`config.mk`:
```
export PLATFORM = sky130hd
export DESIGN_NAME = multdiv_cycle_downcounter_flat
export DESIGN_NICKNAME = d
export VERILOG_FILES = /design/src/rtl/multdiv_cycle_downcounter_pkg.sv /design/src/rtl/multdiv_cycle_downcounter_if.sv /design/src/rtl/multdiv_cycle_downcounter_count_reg.sv /design/src/rtl/multdiv_cycle_downcounter.sv /design/src/flat_wrapper.sv
export SDC_FILE = /design/constraint.sdc
export NUM_CORES = 1
export LEC_CHECK = 0
export BUFFER_PORTS_ARGS = -buffer_cell sky130_fd_sc_hd__buf_2
export CORE_UTILIZATION = 51
export CTS_CLUSTER_SIZE = 12
export DETAILED_ROUTE_END_ITERATION = 10
export PLACE_DENSITY = 0.88
export SLEW_MARGIN = 0
export SYNTH_ARGS = -nofsm -noshare
export SYNTH_HDL_FRONTEND = slang
export SYNTH_SLANG_ARGS = --single-unit
```
`constraint.sdc`:
```
create_clock -name clk -period 3.1 [get_ports clk]
set_clock_uncertainty 0.2 [all_clocks]
set_input_delay 0.31 -clock clk [delete_from_list [all_inputs] [get_ports clk]]
set_output_delay 0.31 -clock clk [all_outputs]
set_load 0.005 [all_outputs]
```
`src/rtl/multdiv_cycle_downcounter_pkg.sv`:
```
// Shared definitions for the multdiv cycle sequencer: FSM state encoding and
// default iteration counts that the multdiv datapath also uses.
package multdiv_pkg;

  typedef enum logic [1:0] {
    ST_IDLE    = 2'd0,
    ST_RUN     = 2'd1,
    ST_DONE    = 2'd2,
    ST_ILLEGAL = 2'd3
  } state_t;

  localparam int COUNT_W_DEF     = 6;
  localparam int MULT_CYCLES_DEF = 16;
  localparam int DIV_CYCLES_DEF  = 32;

  // Iteration count for the selected operation.
  function automatic int cycles_for(input logic op_div, input int mult_cycles,
                                    input int div_cycles);
    return op_div ? div_cycles : mult_cycles;
  endfunction

endpackage

```
`src/rtl/multdiv_cycle_downcounter_if.sv`:
```
// Handshake/status bundle between the multdiv operand latches and the cycle sequencer.
// The abort signal exists only when MULTDIV_ABORT_EN is defined.
interface multdiv_cycle_downcounter_if
  import multdiv_pkg::*;
#(
  parameter int COUNT_W = COUNT_W_DEF
);

  // start/op_div are level-sampled at posedge; start is accepted only in IDLE or
  // DONE, and op_div matters only in the cycle where start is accepted.
  logic               start;
  logic               op_div;
`ifdef MULTDIV_ABORT_EN
  logic               abort;
`endif
  logic [COUNT_W-1:0] count;
  logic               step;
  logic               last;
  logic               busy;
  logic               done;
  state_t             state;

`ifdef MULTDIV_ABORT_EN
  modport master (
    output start, op_div, abort,
    input  count, step, last, busy, done, state
  );

  modport slave (
    input  start, op_div, abort,
    output count, step, last, busy, done, state
  );
`else
  modport master (
    output start, op_div,
    input  count, step, last, busy, done, state
  );

  modport slave (
    input  start, op_div,
    output count, step, last, busy, done, state
  );
`endif

endinterface

```
`src/rtl/multdiv_cycle_downcounter_count_reg.sv`:
```
// Iteration counter: synchronous clear, parallel load, saturating decrement.
// Exposes its next value so the owner can register flags aligned with it.
module multdiv_count_reg #(
  parameter int COUNT_W = 6
) (
  input  logic               clk,
  input  logic               clr,
  input  logic               load,
  input  logic [COUNT_W-1:0] load_val,
  input  logic               dec,
  output logic [COUNT_W-1:0] count_q,
  output logic [COUNT_W-1:0] count_d
);

  // Load wins over decrement; decrement stops at zero instead of wrapping.
  always_comb begin
    count_d = count_q;
    if (load) begin
      count_d = load_val;
    end else if (dec && (count_q != '0)) begin
      count_d = count_q - 1'b1;
    end
  end

  always_ff @(posedge clk) begin
    if (clr) begin
      count_q <= '0;
    end else begin
      count_q <= count_d;
    end
  end

endmodule

```
`src/rtl/multdiv_cycle_downcounter.sv`:
```
// Down-counting cycle sequencer for the iterative multdiv unit: IDLE -> RUN -> DONE.
// Optional abort input is enabled by defining MULTDIV_ABORT_EN.
module multdiv_cycle_downcounter
  import multdiv_pkg::*;
#(
  parameter int COUNT_W     = COUNT_W_DEF,
  parameter int MULT_CYCLES = MULT_CYCLES_DEF,
  parameter int DIV_CYCLES  = DIV_CYCLES_DEF
) (
  input  logic                        clk,
  input  logic                        clr,
  multdiv_cycle_downcounter_if.slave  bus
);

  state_t             state_q, state_d;
  logic               step_q,  step_d;
  logic               last_q,  last_d;
  logic               busy_q,  busy_d;
  logic               done_q,  done_d;

  logic               cnt_load;
  logic [COUNT_W-1:0] cnt_load_val;
  logic               cnt_dec;
  logic [COUNT_W-1:0] count_q;
  logic [COUNT_W-1:0] count_d;
  logic [COUNT_W-1:0] op_load_val;
  logic               abort_req;

`ifdef MULTDIV_ABORT_EN
  assign abort_req = bus.abort;
`else
  assign abort_req = 1'b0;
`endif

  // Counter holds "remaining iterations minus one", so load N-1.
  assign op_load_val =
    COUNT_W'(cycles_for(bus.op_div, MULT_CYCLES, DIV_CYCLES) - 1);

  multdiv_count_reg #(
    .COUNT_W (COUNT_W)
  ) u_count_reg (
    .clk      (clk),
    .clr      (clr),
    .load     (cnt_load),
    .load_val (cnt_load_val),
    .dec      (cnt_dec),
    .count_q  (count_q),
    .count_d  (count_d)
  );

  always_comb begin
    state_d      = state_q;
    cnt_load     = 1'b0;
    cnt_load_val = op_load_val;
    cnt_dec      = 1'b0;

    case (state_q)
      ST_IDLE: begin
        if (bus.start) begin
          cnt_load = 1'b1;
          state_d  = ST_RUN;
        end
      end

      ST_RUN: begin
        if (abort_req) begin
          cnt_load     = 1'b1;
          cnt_load_val = '0;
          state_d      = ST_IDLE;
        end else begin
          cnt_dec = 1'b1;
          if (count_q == '0) begin
            state_d = ST_DONE;
          end
        end
      end

      // Restart straight from DONE keeps back-to-back ops gap-free.
      ST_DONE: begin
        if (abort_req) begin
          cnt_load     = 1'b1;
          cnt_load_val = '0;
          state_d      = ST_IDLE;
        end else if (bus.start) begin
          cnt_load = 1'b1;
          state_d  = ST_RUN;
        end else begin
          state_d = ST_IDLE;
        end
      end

      default: begin
        cnt_load     = 1'b1;
        cnt_load_val = '0;
        state_d      = ST_IDLE;
      end
    endcase
  end

  // Outputs are registered from the next state/count so they line up with
  // state_q and count_q in the same cycle.
  always_comb begin
    step_d = (state_d == ST_RUN);
    last_d = (state_d == ST_RUN) && (count_d == '0);
    busy_d = (state_d == ST_RUN) || (state_d == ST_DONE);
    done_d = (state_d == ST_DONE);
  end

  always_ff @(posedge clk) begin
    if (clr) begin
      state_q <= ST_IDLE;
      step_q  <= 1'b0;
      last_q  <= 1'b0;
      busy_q  <= 1'b0;
      done_q  <= 1'b0;
    end else begin
      state_q <= state_d;
      step_q  <= step_d;
      last_q  <= last_d;
      busy_q  <= busy_d;
      done_q  <= done_d;
    end
  end

  assign bus.count = count_q;
  assign bus.step  = step_q;
  assign bus.last  = last_q;
  assign bus.busy  = busy_q;
  assign bus.done  = done_q;
  assign bus.state = state_q;

endmodule

```
`src/flat_wrapper.sv`:
```
// flat-port wrapper written by rule: the top's interface ports become plain ports
module multdiv_cycle_downcounter_flat import multdiv_pkg::*;
#(
  parameter int COUNT_W     = COUNT_W_DEF,
  parameter int MULT_CYCLES = MULT_CYCLES_DEF,
  parameter int DIV_CYCLES  = DIV_CYCLES_DEF
)
  (clk, clr, bus_start, bus_op_div, bus_count, bus_step, bus_last, bus_busy, bus_done, bus_state);
  multdiv_cycle_downcounter_if #(.COUNT_W(COUNT_W)) bus_i ();
  input  logic clk;
  input  logic clr;
  input wire logic [$bits(bus_i.start)-1:0] bus_start;
  input wire logic [$bits(bus_i.op_div)-1:0] bus_op_div;
  output wire logic [$bits(bus_i.count)-1:0] bus_count;
  output wire logic [$bits(bus_i.step)-1:0] bus_step;
  output wire logic [$bits(bus_i.last)-1:0] bus_last;
  output wire logic [$bits(bus_i.busy)-1:0] bus_busy;
  output wire logic [$bits(bus_i.done)-1:0] bus_done;
  output wire logic [$bits(bus_i.state)-1:0] bus_state;
  assign bus_i.start = bus_start;
  assign bus_i.op_div = bus_op_div;
  assign bus_count = bus_i.count;
  assign bus_step = bus_i.step;
  assign bus_last = bus_i.last;
  assign bus_busy = bus_i.busy;
  assign bus_done = bus_i.done;
  assign bus_state = bus_i.state;
  multdiv_cycle_downcounter #(.COUNT_W(COUNT_W), .MULT_CYCLES(MULT_CYCLES), .DIV_CYCLES(DIV_CYCLES)) u_core (.clk(clk), .clr(clr), .bus(bus_i));
endmodule
```
# [Yosys cells after proc, flatten, opt, wreduce, memory -nomap -nowiden]
# Cells that the tools add are included.
[word_totals] ff_bits=12 out_inout_bits=12 word_cells=32
[classes] add_sub_neg=2 n_eq_ne=4 n_mux=11 n_reduce_logical=9
[ops] cell="$mux 6" count=4
[ops] cell="$logic_not 6->1" count=2
[ops] cell="$pmux 2 s3" count=1
[ops] cell="$reduce_bool 6->1" count=1
[ops] cell="$sub 6x1->6 const B" count=1
[ops] cell="$sub 6x2->6 const B" count=1
[ops] cell="$eq 2x1->1 const B" count=2
[ops] cell="$eq 2x2->1 const B" count=2
[ops] cell="$mux 2" count=2
[ops] cell="$mux 1" count=3
[ops] cell="$reduce_or 3->1" count=1
[ops] cell="$logic_and 1x1->1" count=2
[ops] cell="$logic_not 2->1" count=1
[ops] cell="$pmux 1 s2" count=1
[ops] cell="$reduce_or 2->1" count=1
[ops] cell="$logic_or 1x1->1" count=1

# [Logic depth before layout (Yosys ltp)]
# Gate-level depths: netlist of run 1.
[depth] word_depth=7 mapped_depth=11 mapped_depth_nobuf=10

# [Cells and area by module]
# A second synthesis of run 1 with hierarchy kept.
[hier_totals] hier_cells=80 area_unflattened_um2=666.9
[by_module_without_submodules] mod="multdiv_count_reg" n_inst=1 cells_each=54 area_each_um2=432.9
[by_module_without_submodules] mod="multdiv_cycle_downcounter" n_inst=1 cells_each=26 area_each_um2=234.0

# [Worst setup path before layout of run 1]
# Ideal clock, no wire load.
[synth_path] path_type="register -> register" start="register u_core.u_count_reg.count_q[0]" end="register u_core.last_q (netlist: u_core.bus.last)" setup_time_ps=117 arrival_ps=1939 t_required_ps=2783 path_slack_ps=844 path_stages_with_launch=12 n_path_buf=1 synth_period_minus_slack_ps=2256 cell_sequence="dfxtp_1 inv_1 ha_1 or4b_1 buf_2 o21ai_1 and2_1 inv_1 ha_1 nor2b_1 nand2_1 nor3_2"
[synth_between] elab_cells_between_ends=11 classes_between="add/sub (1); eq/ne (1); mux (4); reduce/logical (5)"
[synth_rtl] element="start: declaration" line="multdiv_cycle_downcounter_count_reg.sv:11" rtl="output logic [COUNT_W-1:0] count_q,"
[synth_rtl] element="start signal: assignment" line="multdiv_cycle_downcounter_count_reg.sv:29" rtl="count_q <= count_d;"
[synth_rtl] element="$logic_not 6->1" line="multdiv_cycle_downcounter.sv:72" rtl="if (count_q == '0) begin"
[synth_rtl] element="$mux 2" line="multdiv_cycle_downcounter.sv:72"
[synth_rtl] element="$pmux 2 s3" line="multdiv_cycle_downcounter.sv:57" rtl="case (state_q)"
[synth_rtl] element="named net u_core.state_d[0]" line="multdiv_cycle_downcounter.sv:15" rtl="state_t state_q, state_d;"
[synth_rtl] element="$eq 2x1->1"
[synth_rtl] element="named net u_core.step_d" line="multdiv_cycle_downcounter.sv:16" rtl="logic step_q, step_d;"
[synth_rtl] element="$logic_and 1x1->1" line="multdiv_cycle_downcounter.sv:104" rtl="last_d = (state_d == ST_RUN) && (count_d == '0);"
[synth_rtl] element="end signal: assignment" line="multdiv_cycle_downcounter.sv:119" rtl="last_q <= last_d;"
[synth_rtl] element="end: declaration" line="multdiv_cycle_downcounter.sv:17" rtl="logic last_q, last_d;"
# The timed path passes the listed nets, and every way through them passes these cells.
# A chain may end at the register's enable or synchronous reset.

# [Worst setup path after layout of run 1]
# Same ends and word-level chain as after synthesis.

==> results.yml, run 1 <==
outcome:
  run_status: "complete, no violations"
final_layout:
  multi_input_area_um2: 429
  num-nets-final: 102
  diodes: 0
  drive_gt1_frac: 0.283
  final_core_util: 0.615
  area_growth_pct: 12.9
  ff_latch_area_um2: 240
  fillers: 118
sta:
  slew-limit-headroom: 0.743
  finalHoldViolations: 0
  finalSetupTns_ns: 0
  setup_violations: 0
  rsz0062_at_grt: "no"
  layout_min_cycle_time_ns: 2.52
  layout_worst_path_cycle_share: 0.813
  fmax_mhz: 397
  drv_slew: 0
  worst_pin_slew_ns: 0.385
critical_path:
  worstSetupEndpointType: "flop"
  arrival_ns: 2.48
  worst_path_max_delay_cell: "or4b_1"
  crit_chain: "inv_1, ha_1, or4b_1, o21ai_1, and2_1, inv_1, ha_1, nor2b_1, nand2_1, nor3_2"
  cp_slowest_stage_delay_ns: 0.59
  cp.buffers_inverters: 2
  critPathKind: "reg -> reg"
  crit_fanout: 8
  crit_family: "simple AND/OR/NAND/NOR gates"
  worstPathRequired_ns: 3.05
  startpoint_type: "flop"
logic_synthesis:
  synth.largest_area_cell: "dfxtp_1"
  synth_ff_type: "dfxtp_1"
  synthArstFlopShare: 0
  synth_top_area_frac: 0.339
  yosysUniqueCellTypes: 35
  synthTopCellsByArea: "dfxtp_1 (34%), nor2_1 (7.4%), ha_1 (7.1%)"
  ys_warn_count: 0
  synth-edff-count: 0
  syn_avg_cell_area_um2: 9.10
  syn_area_um2: 709
  synthMostInstantiatedCell: "nor2_1"
  ys_seq_area_frac: 0.339
  ys_seq_elements: 12
  synthTopCellsByCount: "nor2_1 (14), dfxtp_1 (12), nor2b_1 (5)"
  synthCells: 78
  synth.net_count: 86
die:
  rows: 13
  coreArea_um2: 1300
  fp.dieH_um: 39.3
  boundaryPins: 16
  die_area_um2: 1540
  initial_utilization: 0.545
  die_w_um: 39.3
detailed_routing:
  post-route-drc-count: 0
  dr.first_iter.drc_count: 14
  ant_nets: 0
  vias: 597
  totalWireLength_mm: 1.39
  viasPerCell: 5.58
  wl_per_cell_um: 12.9
  drtPass1Iterations: 4
cts:
  path_clk_slew_ns: 0.06
  clock-root-buffer: "clkbuf_4"
  cts_setup_buffers: 0
  cts_max_level: 1
  ctsHoldBuffers: 0
  cts_buffers: 3
  clk_latency_ns: 0.26
  clock_sinks: 12
  cts_tree: "done"
  post_cts_resized: 0
  clock_path_buffers: 2
run:
  maxCapViolCount: 0
placed_design:
  dp_hpwl_mm: 1.03
  place_congestion: 0.907
  io_buffers: 15
global_routing:
  overflow: 0
  grt.total_usage: 0.220
  grt_max_degree: 14
  grt_pass1_wl_mm: 2.23
  grt_pass1_vias: 521
  grt_antenna_before_repair: 0
pwr:
  max-vdd-ir-drop_mv: 0.311
  p_leak_nw: 0.359
  p_per_area_nw_per_um2: 510
min_path:
  hp-class: "in -> reg"
==> worst paths after layout <==
check	startpoint	end	slack, ns	depth (start not counted)
setup / recovery	u_core.u_count_reg.count_q[0]	u_core.bus.last	0.58	10
hold / removal	clr	u_core.bus.busy	0.14	2
setup reg to reg	u_core.u_count_reg.count_q[0]	u_core.bus.last	0.58	10
hold reg to reg	u_core.u_count_reg.count_q[5]	u_core.u_count_reg.count_q[5]	0.41	2
==> metrics by stage <==
stage / power [mW] / setup slack (ns) / hold slack, ns / area [µm²] / std cells
5_1_grt: 0.438 / 0.422 / 0.153 / 801 / 107
4_1_cts: 0.411 / 0.606 / 0.141 / 801 / 107
2_1_floorplan: 0.289 / 0.844 / 0.193 / 709 / 78
3_3_place_gp: 0.318 / 0.702 / 0.404 / 778 / 104
3_5_place_dp: 0.322 / 0.644 / 0.402 / 778 / 104
6_report: 0.408 / 0.578 / 0.145 / 801 / 107
==> layer usage <==
| layer | part of all wire | track usage |
|---|---|---|
| met1 | 0.48 | 0.313 |
| met2 | 0.48 | 0.321 |
| met3 | 0.039 | 0.0170 |
| met4 | 0.0087 | 0.129 |
| met5 | 0 | 0 |
==> sequential cells by signal, indices dropped and copies added (netlist names) <==
register	flops
u_core.bus.busy	1
u_core.bus.done	1
u_core.bus.last	1
u_core.bus.state	2
u_core.bus.step	1
u_core.u_count_reg.count_q	6
==> cells in the final DEF (no fill, tap or decap) <==
cell	instances
nand2_1	4
o211ai_1	1
a31oi_1	1
nor2_1	14
or4b_4	1
xnor2_1	1
or4b_1	1
clkbuf_4	3
nor2b_1	5
nand4_1	1
mux2_2	2
a2111oi_4	1
xor2_1	1
ha_1	4
nor4b_4	1
or3b_2	1
inv_1	4
o2bb2ai_1	1
nor3_1	1
and2_1	1
and4_1	1
o21ai_1	1
a21oi_1	3
o22a_1	1
buf_2	15
nand2b_1	2
mux2i_1	1
o2111a_1	1
nand3_2	1
nor3_2	1
dfxtp_1	12
or4_1	1
nor3b_1	1
nand3_1	2
==> cell families after synthesis <==
logic type | synth area share
AO/OA/AOI/OAI | 0.127
multiplexers | 0.0459
XOR/XNOR | 0.0247
AND/OR/NAND/NOR | 0.337
adder cells (fa/ha/maj) | 0.0705
buffers and inverters | 0.0564
flip-flops | 0.339
==> worst register-to-register path, cell delays in order, from the launching register on <==
cell and delay, ns:
dfxtp_1 0.35, inv_1 0.13, ha_1 0.16, or4b_1 0.59, o21ai_1 0.27, and2_1 0.21
inv_1 0.05, ha_1 0.19, nor2b_1 0.14, nand2_1 0.08, nor3_2 0.04
==> report_power, final <==
part | switching (mW) | leakage [nW] | internal (mW) | total, mW
clock | 0.0428 | 0.0138 | 0.0448 | 0.0876
combinational | 0.0704 | 0.246 | 0.0615 | 0.132
sequential | 0.0192 | 0.0990 | 0.169 | 0.189
total | 0.132 | 0.359 | 0.276 | 0.408
==> cell type report <==
class,count,area share
multi-input combinational,58,0.536
sequential,12,0.300
timing repair buffer,15,0.0938
clock buffer,3,0.0281
tap,15,0.0234
inverter,4,0.0188
No activity file was read; power rests on OpenSTA's default activity.
==> run 2, diff against run 1 <==
ABC_AREA = 1   (was unset)
CORE_UTILIZATION = 50   (was 51)
PLACE_DENSITY = 0.87   (was 0.88)
clock period = 2.6 ns   (was 3.1 ns; I/O delays follow)
==> run 2 against run 1 <==
Net effect:
- maximum frequency rose by 29%
- synthesized cell count increased by 17%
- first-iteration DRC count decreased by 29%
- wire length shrank 15%
- combinational power grew 11%
- largest power group unchanged
- via count down 1.8%
- cell area down 1.9%
- sequential power increased by 15%
- hold slack got worse by 0.061 ns
- non-clock buffer count stayed put
- global-route usage is 2.6 points lower
- utilization grew 5.6 points
==> results.yml, run 2 <==
sta:
  drv_slew: 0
  worst_pin_slew_ns: 0.395
  setup_violations: 0
  holdWs_ns: 0.0835
  finalHoldViolations: 0
  layout_worst_path_cycle_share: 0.754
  slew-limit-headroom: 0.735
  layout_min_cycle_time_ns: 1.96
  finalSetupTns_ns: 0
  fmax_mhz: 510
  rsz0062_at_grt: "no"
die:
  initial_utilization: 0.564
  die_w_um: 38.4
  rows: 12
  fp.dieH_um: 38.4
  coreArea_um2: 1170
  die_area_um2: 1470
  boundaryPins: 16
min_path:
  hp-class: "in -> reg"
  min-delay-start: "clr"
critical_path:
  worstSetupEndpointType: "flop"
  startpoint_type: "flop"
  r2r_slack_ns: 0.64
  cp.buffers_inverters: 4
  arrival_ns: 1.96
  worstSetupEndpoint: "u_core.bus.last"
  worstSetupPathDepth: 14
  worstPathRequired_ns: 2.60
  crit_chain: "inv_2, ha_1, nand3_4, nand2_4, inv_2, nor2_1, inv_1, ha_1, inv_1, nor2_1, nand2_1, nor2_1, nand3_1, nor2_1"
  crit_fanout: 6
  rr_worst_depth: 14
  cp_common_cell: "nor2_1"
  critPathKind: "reg -> reg"
  cp_slowest_stage_delay_ns: 0.36
  cp-startpoint: "u_core.u_count_reg.count_q[0]"
  worst_path_max_delay_cell: "dfxtp_1"
  crit_family: "simple AND/OR/NAND/NOR gates"
  r2r_end: "u_core.bus.last"
  timing.rr.start: "u_core.u_count_reg.count_q[0]"
logic_synthesis:
  yosysUniqueCellTypes: 21
  synth.largest_area_cell: "dfxtp_1"
  synth.net_count: 99
  syn_avg_cell_area_um2: 7.26
  synthArstFlopShare: 0
  synthTopCellsByCount: "nand2_1 (25), nor2_1 (14), dfxtp_1 (12), inv_1 (7), nand3_1 (6)"
  synthTopCellsByArea: "dfxtp_1 (36%), nand2_1 (14%), nor2_1 (8.0%)"
  synth_top_area_frac: 0.364
  synthMostInstantiatedCell: "nand2_1"
  synth_ff_type: "dfxtp_1"
  ys_seq_elements: 12
  ys_warn_count: 0
  ys_seq_area_frac: 0.364
  synthCells: 91
  syn_area_um2: 661
  synth-edff-count: 0
global_routing:
  grt_max_degree: 12
  grt_pass1_vias: 495
  grt.total_usage: 0.194
  grt_pass1_wl_mm: 1.94
  grt_antenna_before_repair: 0
  overflow: 0
detailed_routing:
  drtPass1Iterations: 4
  post-route-drc-count: 0
  wl_per_cell_um: 9.60
  vias: 586
  ant_nets: 0
  dr.first_iter.drc_count: 10
  totalWireLength_mm: 1.18
  viasPerCell: 4.76
placed_design:
  place_congestion: 0.769
  io_buffers: 15
  dp_hpwl_um: 950
pwr:
  p_leak_nw: 0.408
  p_per_area_nw_per_um2: 644
  max-vdd-ir-drop_mv: 0.522
cts:
  cts_setup_buffers: 0
  cts_buffers: 3
  clk_latency_ns: 0.26
  cts_max_level: 1
  path_clk_slew_ns: 0.07
  cts_tree: "done"
  post_cts_resized: 0
  clock_path_buffers: 2
  ctsHoldBuffers: 0
  clock_sinks: 12
  clock-root-buffer: "clkbuf_4"
final_layout:
  largest_register_ffs: 6
  num-nets-final: 118
  final_common_cell: "nand2_1"
  diodes: 0
  largest-register: "u_core.u_count_reg.count_q"
  area_growth_pct: 18.9
  final_cell_mix: "nand2_1 (25), buf_2 (15), nor2_1 (14)"
  drive_gt1_frac: 0.294
run:
  maxCapViolCount: 0
outcome:
  run_status: "complete, no violations"
-- run 2: changes by cell type after synthesis, moves of 3 or more --
cell,previous run,this run
nand2_1,4,25
nor2b_1,5,0
inv_2,0,4
nand3_1,2,6
inv_1,4,7
-- run 2: kinds of logic after synthesis --
group / after synthesis / synth area share
xor+xnor: 2 / 0.0265
compound gates: 7 / 0.0739
buf+inv: 12 / 0.0682
flops: 12 / 0.364
fa+ha+maj: 4 / 0.0758
simple gates: 54 / 0.392
-- run 2: per-layer routing --
layer,part of all wire,vias up,track usage
met2,0.47,13,0.335
li1,-,322,-
met5,0,-,0
met1,0.48,249,0.235
met3,0.035,2,0.0174
met4,0.0093,0,0.103
-- run 2: worst min path at each step --
stage,to,depth (start not counted)
floorplan,u_core.bus.step,1
global placement,u_core.bus.busy,2
detailed placement,u_core.bus.busy,2
CTS,u_core.bus.busy,2
global route,u_core.u_count_reg.count_q[1],2
finish,u_core.bus.busy,2
-- run 2: cell type report --
cell class | count | area (µm²)
fill | 112 | 385
multi-input combinational | 67 | 375
sequential | 12 | 240
timing repair buffer | 15 | 75.1
inverter | 11 | 41.3
clock buffer | 4 | 36.3
tap | 14 | 17.5
-- run 2: report_power, final --
| part | total [mW] | leakage, nW | internal, mW | switching [mW] |
|---|---|---|---|---|
| logic | 0.147 | 0.288 | 0.0597 | 0.0870 |
| clock network | 0.143 | 0.0210 | 0.0850 | 0.0579 |
| registers | 0.217 | 0.0989 | 0.200 | 0.0168 |
| total | 0.506 | 0.408 | 0.345 | 0.162 |
-- run 2: worst register-to-register path, cell delays in order, from the launching register on --
cell     delay, ns
dfxtp_1       0.36
inv_2         0.08
ha_1          0.23
nand3_4       0.12
nand2_4       0.08
inv_2         0.09
nor2_1        0.08
inv_1         0.07
ha_1          0.13
inv_1         0.03
nor2_1        0.11
nand2_1       0.07
nor2_1        0.09
nand3_1       0.07
nor2_1        0.09
-- run 2: per-stage QoR --
| stage | total power, mW | util | std cells | area, µm² | setup WS (ns) |
|---|---|---|---|---|---|
| after CTS | 0.511 | 0.671 | 123 | 786 | 0.623 |
| final | 0.506 | 0.671 | 123 | 786 | 0.641 |
| after detailed placement | 0.368 | 0.640 | 119 | 749 | 0.643 |
| after global routing | 0.539 | 0.671 | 123 | 786 | 0.393 |
| after global placement | 0.363 | 0.640 | 119 | 749 | 0.690 |
| after floorplan | 0.331 | - | 91 | 661 | 0.791 |
==> run 3, diff against run 2 <==
CORE_UTILIZATION = 45   (was 50)
PLACE_DENSITY = 0.84   (was 0.87)
clock period = 1.8 ns   (was 2.6 ns; I/O delays follow)
==> run 3 against run 2 <==
Net effect:
- worst setup slack worse by 0.57 ns
- critical endpoint unchanged
- first-iteration DRC count unchanged
- critical path type unchanged
- clock power up 9.8%
- cell area is 20% higher
- cell count up 13%
- largest power group is now combinational cells
- count of clock-buffer cells in the layout down 1
==> results.yml, run 3 (synthesis results as in run 2) <==
critical_path:
  critPathKind: "reg -> reg"
  worst_path_max_delay_cell: "dfxtp_2"
  r2r_end: "u_core.bus.last"
  crit_fanout: 5
  timing.rr.start: "u_core.u_count_reg.count_q[0]"
  crit_chain: "inv_2, buf_4, ha_1, xor2_1, nand3_1, nand2_1, a21oi_2, nand3_1, nor2_1"
  cp.buffers_inverters: 2
  cp_common_cell: "nand3_1"
  worstPathRequired_ns: 1.81
  crit_family: "flip-flops"
  rr_worst_depth: 9
  worstSetupEndpointType: "flop"
  r2r_slack_ns: 0.08
  startpoint_type: "flop"
  arrival_ns: 1.73
  cp_slowest_stage_delay_ns: 0.34
global_routing:
  grt.total_usage: 0.220
  overflow: 0
  grt_antenna_before_repair: 0
  grt_pass1_wl_mm: 2.30
  grt_pass1_vias: 585
  grt_max_degree: 12
sta:
  fmax_mhz: 580
  drv_slew: 0
  finalHoldViolations: 0
  layout_worst_path_cycle_share: 0.958
  holdWs_ns: 0.0201
  setup_violations: 0
  rsz0062_at_grt: "yes"
  slew-limit-headroom: 0.773
  worst_pin_slew_ns: 0.341
  layout_min_cycle_time_ns: 1.72
  finalSetupTns_ns: 0
cts:
  clock_sinks: 12
  cts_tree: "done"
  clock-root-buffer: "clkbuf_4"
  clock_path_buffers: 2
  path_clk_slew_ns: 0.07
  cts_max_level: 1
  clk_latency_ns: 0.27
  cts_buffers: 3
pwr:
  p_total_mw: 0.780
  p_per_area_nw_per_um2: 827
  max-vdd-ir-drop_mv: 0.583
  p_leak_nw: 0.482
detailed_routing:
  post-route-drc-count: 0
  totalWireLength_mm: 1.63
  drtPass1Iterations: 2
  ant_nets: 0
  wl_per_cell_um: 11.8
  viasPerCell: 4.82
  vias: 670
  dr.first_iter.drc_count: 10
final_layout:
  largest_register_ffs: 6
  drive_gt1_frac: 0.476
  final_cell_mix: "nand2_1 (25), buf_4 (16), buf_2 (15)"
  largest-register: "u_core.u_count_reg.count_q"
  final_core_util: 0.707
  area_growth_pct: 42.8
  fillers: 120
  num-nets-final: 134
  final_common_cell: "nand2_1"
  diodes: 0
  design_area_um2: 943
die:
  boundaryPins: 16
  initial_utilization: 0.495
  die_area_um2: 1630
  rows: 13
  die_w_um: 40.3
  coreArea_um2: 1330
  fp.dieH_um: 40.3
placed_design:
  dp_hpwl_mm: 1.23
  place_area_um2: 865
  io_buffers: 15
  place_congestion: 0.851
min_path:
  hold_end: "u_core.u_count_reg.count_q[1]"
  min-delay-start: "clr"
  hold_depth: 2
  hp-class: "in -> reg"
run:
  maxCapViolCount: 0
outcome:
  run_status: "complete, no violations"
## run 3: changes by cell type in the layout (fill, tap and decap cells not counted), moves of 2 or more
cell,previous run,this run
nor2_1,14,12
dfxtp_2,0,3
ha_4,0,2
dfxtp_1,12,9
inv_1,7,4
inv_2,4,6
ha_1,4,2
buf_4,0,16
## run 3: final cells by class
| cell class | count | area (µm²) | share of cell area |
|---|---|---|---|
| multi-input cells | 67 | 419 | 0.444 |
| clock buffers | 3 | 22.5 | 0.0239 |
| well taps | 15 | 18.8 | 0.0199 |
| repair buffers | 31 | 195 | 0.207 |
| flip-flops and latches | 12 | 244 | 0.259 |
| inverters | 11 | 43.8 | 0.0464 |
## run 3: repair_timing
item / 4_1_cts / 5_1_grt
pin swaps: 0 / 7
setup buffers: 0 / 1
gates cloned: 0 / 0
hold buffers: 0 / 0
endpoints found under the setup margin: 1 / 1
endpoints found under the hold margin: 0 / 0
resized for setup: 2 / 13
## run 3: worst max path at each step
| stage | startpoint | to | slack, ns | cells past startpoint |
|---|---|---|---|---|
| 2_1_floorplan | u_core.u_count_reg.count_q[0] | u_core.bus.last | 0.02 | 14 |
| 3_3_place_gp | u_core.u_count_reg.count_q[1] | u_core.bus.last | 0.05 | 12 |
| 3_5_place_dp | u_core.u_count_reg.count_q[0] | u_core.bus.last | -0.02 | 12 |
| 4_1_cts | u_core.u_count_reg.count_q[0] | u_core.bus.last | 0.02 | 14 |
| 5_1_grt | u_core.u_count_reg.count_q[0] | u_core.bus.last | -0.04 | 14 |
| 6_report | u_core.u_count_reg.count_q[0] | u_core.bus.last | 0.08 | 9 |
## run 3: where the power goes
part	switching (mW)	internal (mW)	total, mW
sequential	0.0182	0.291	0.309
combinational	0.168	0.147	0.315
clock	0.0795	0.0774	0.157
total	0.266	0.515	0.780
## run 3: per-stage QoR
stage | instances | setup slack [ns]
CTS | 138 | 0.0170
floorplan | 91 | 0.0222
global placement | 135 | 0.0463
global route | 139 | -0.0432
detailed placement | 135 | -0.0194
finish | 139 | 0.0755
## run 3: metal layers
layer,vias up,wire [µm],GRT usage
met5,-,0,0
met1,301,686,0.223
li1,350,-,-
met4,0,19,0.100
met3,2,67,0.0611
met2,17,861,0.411
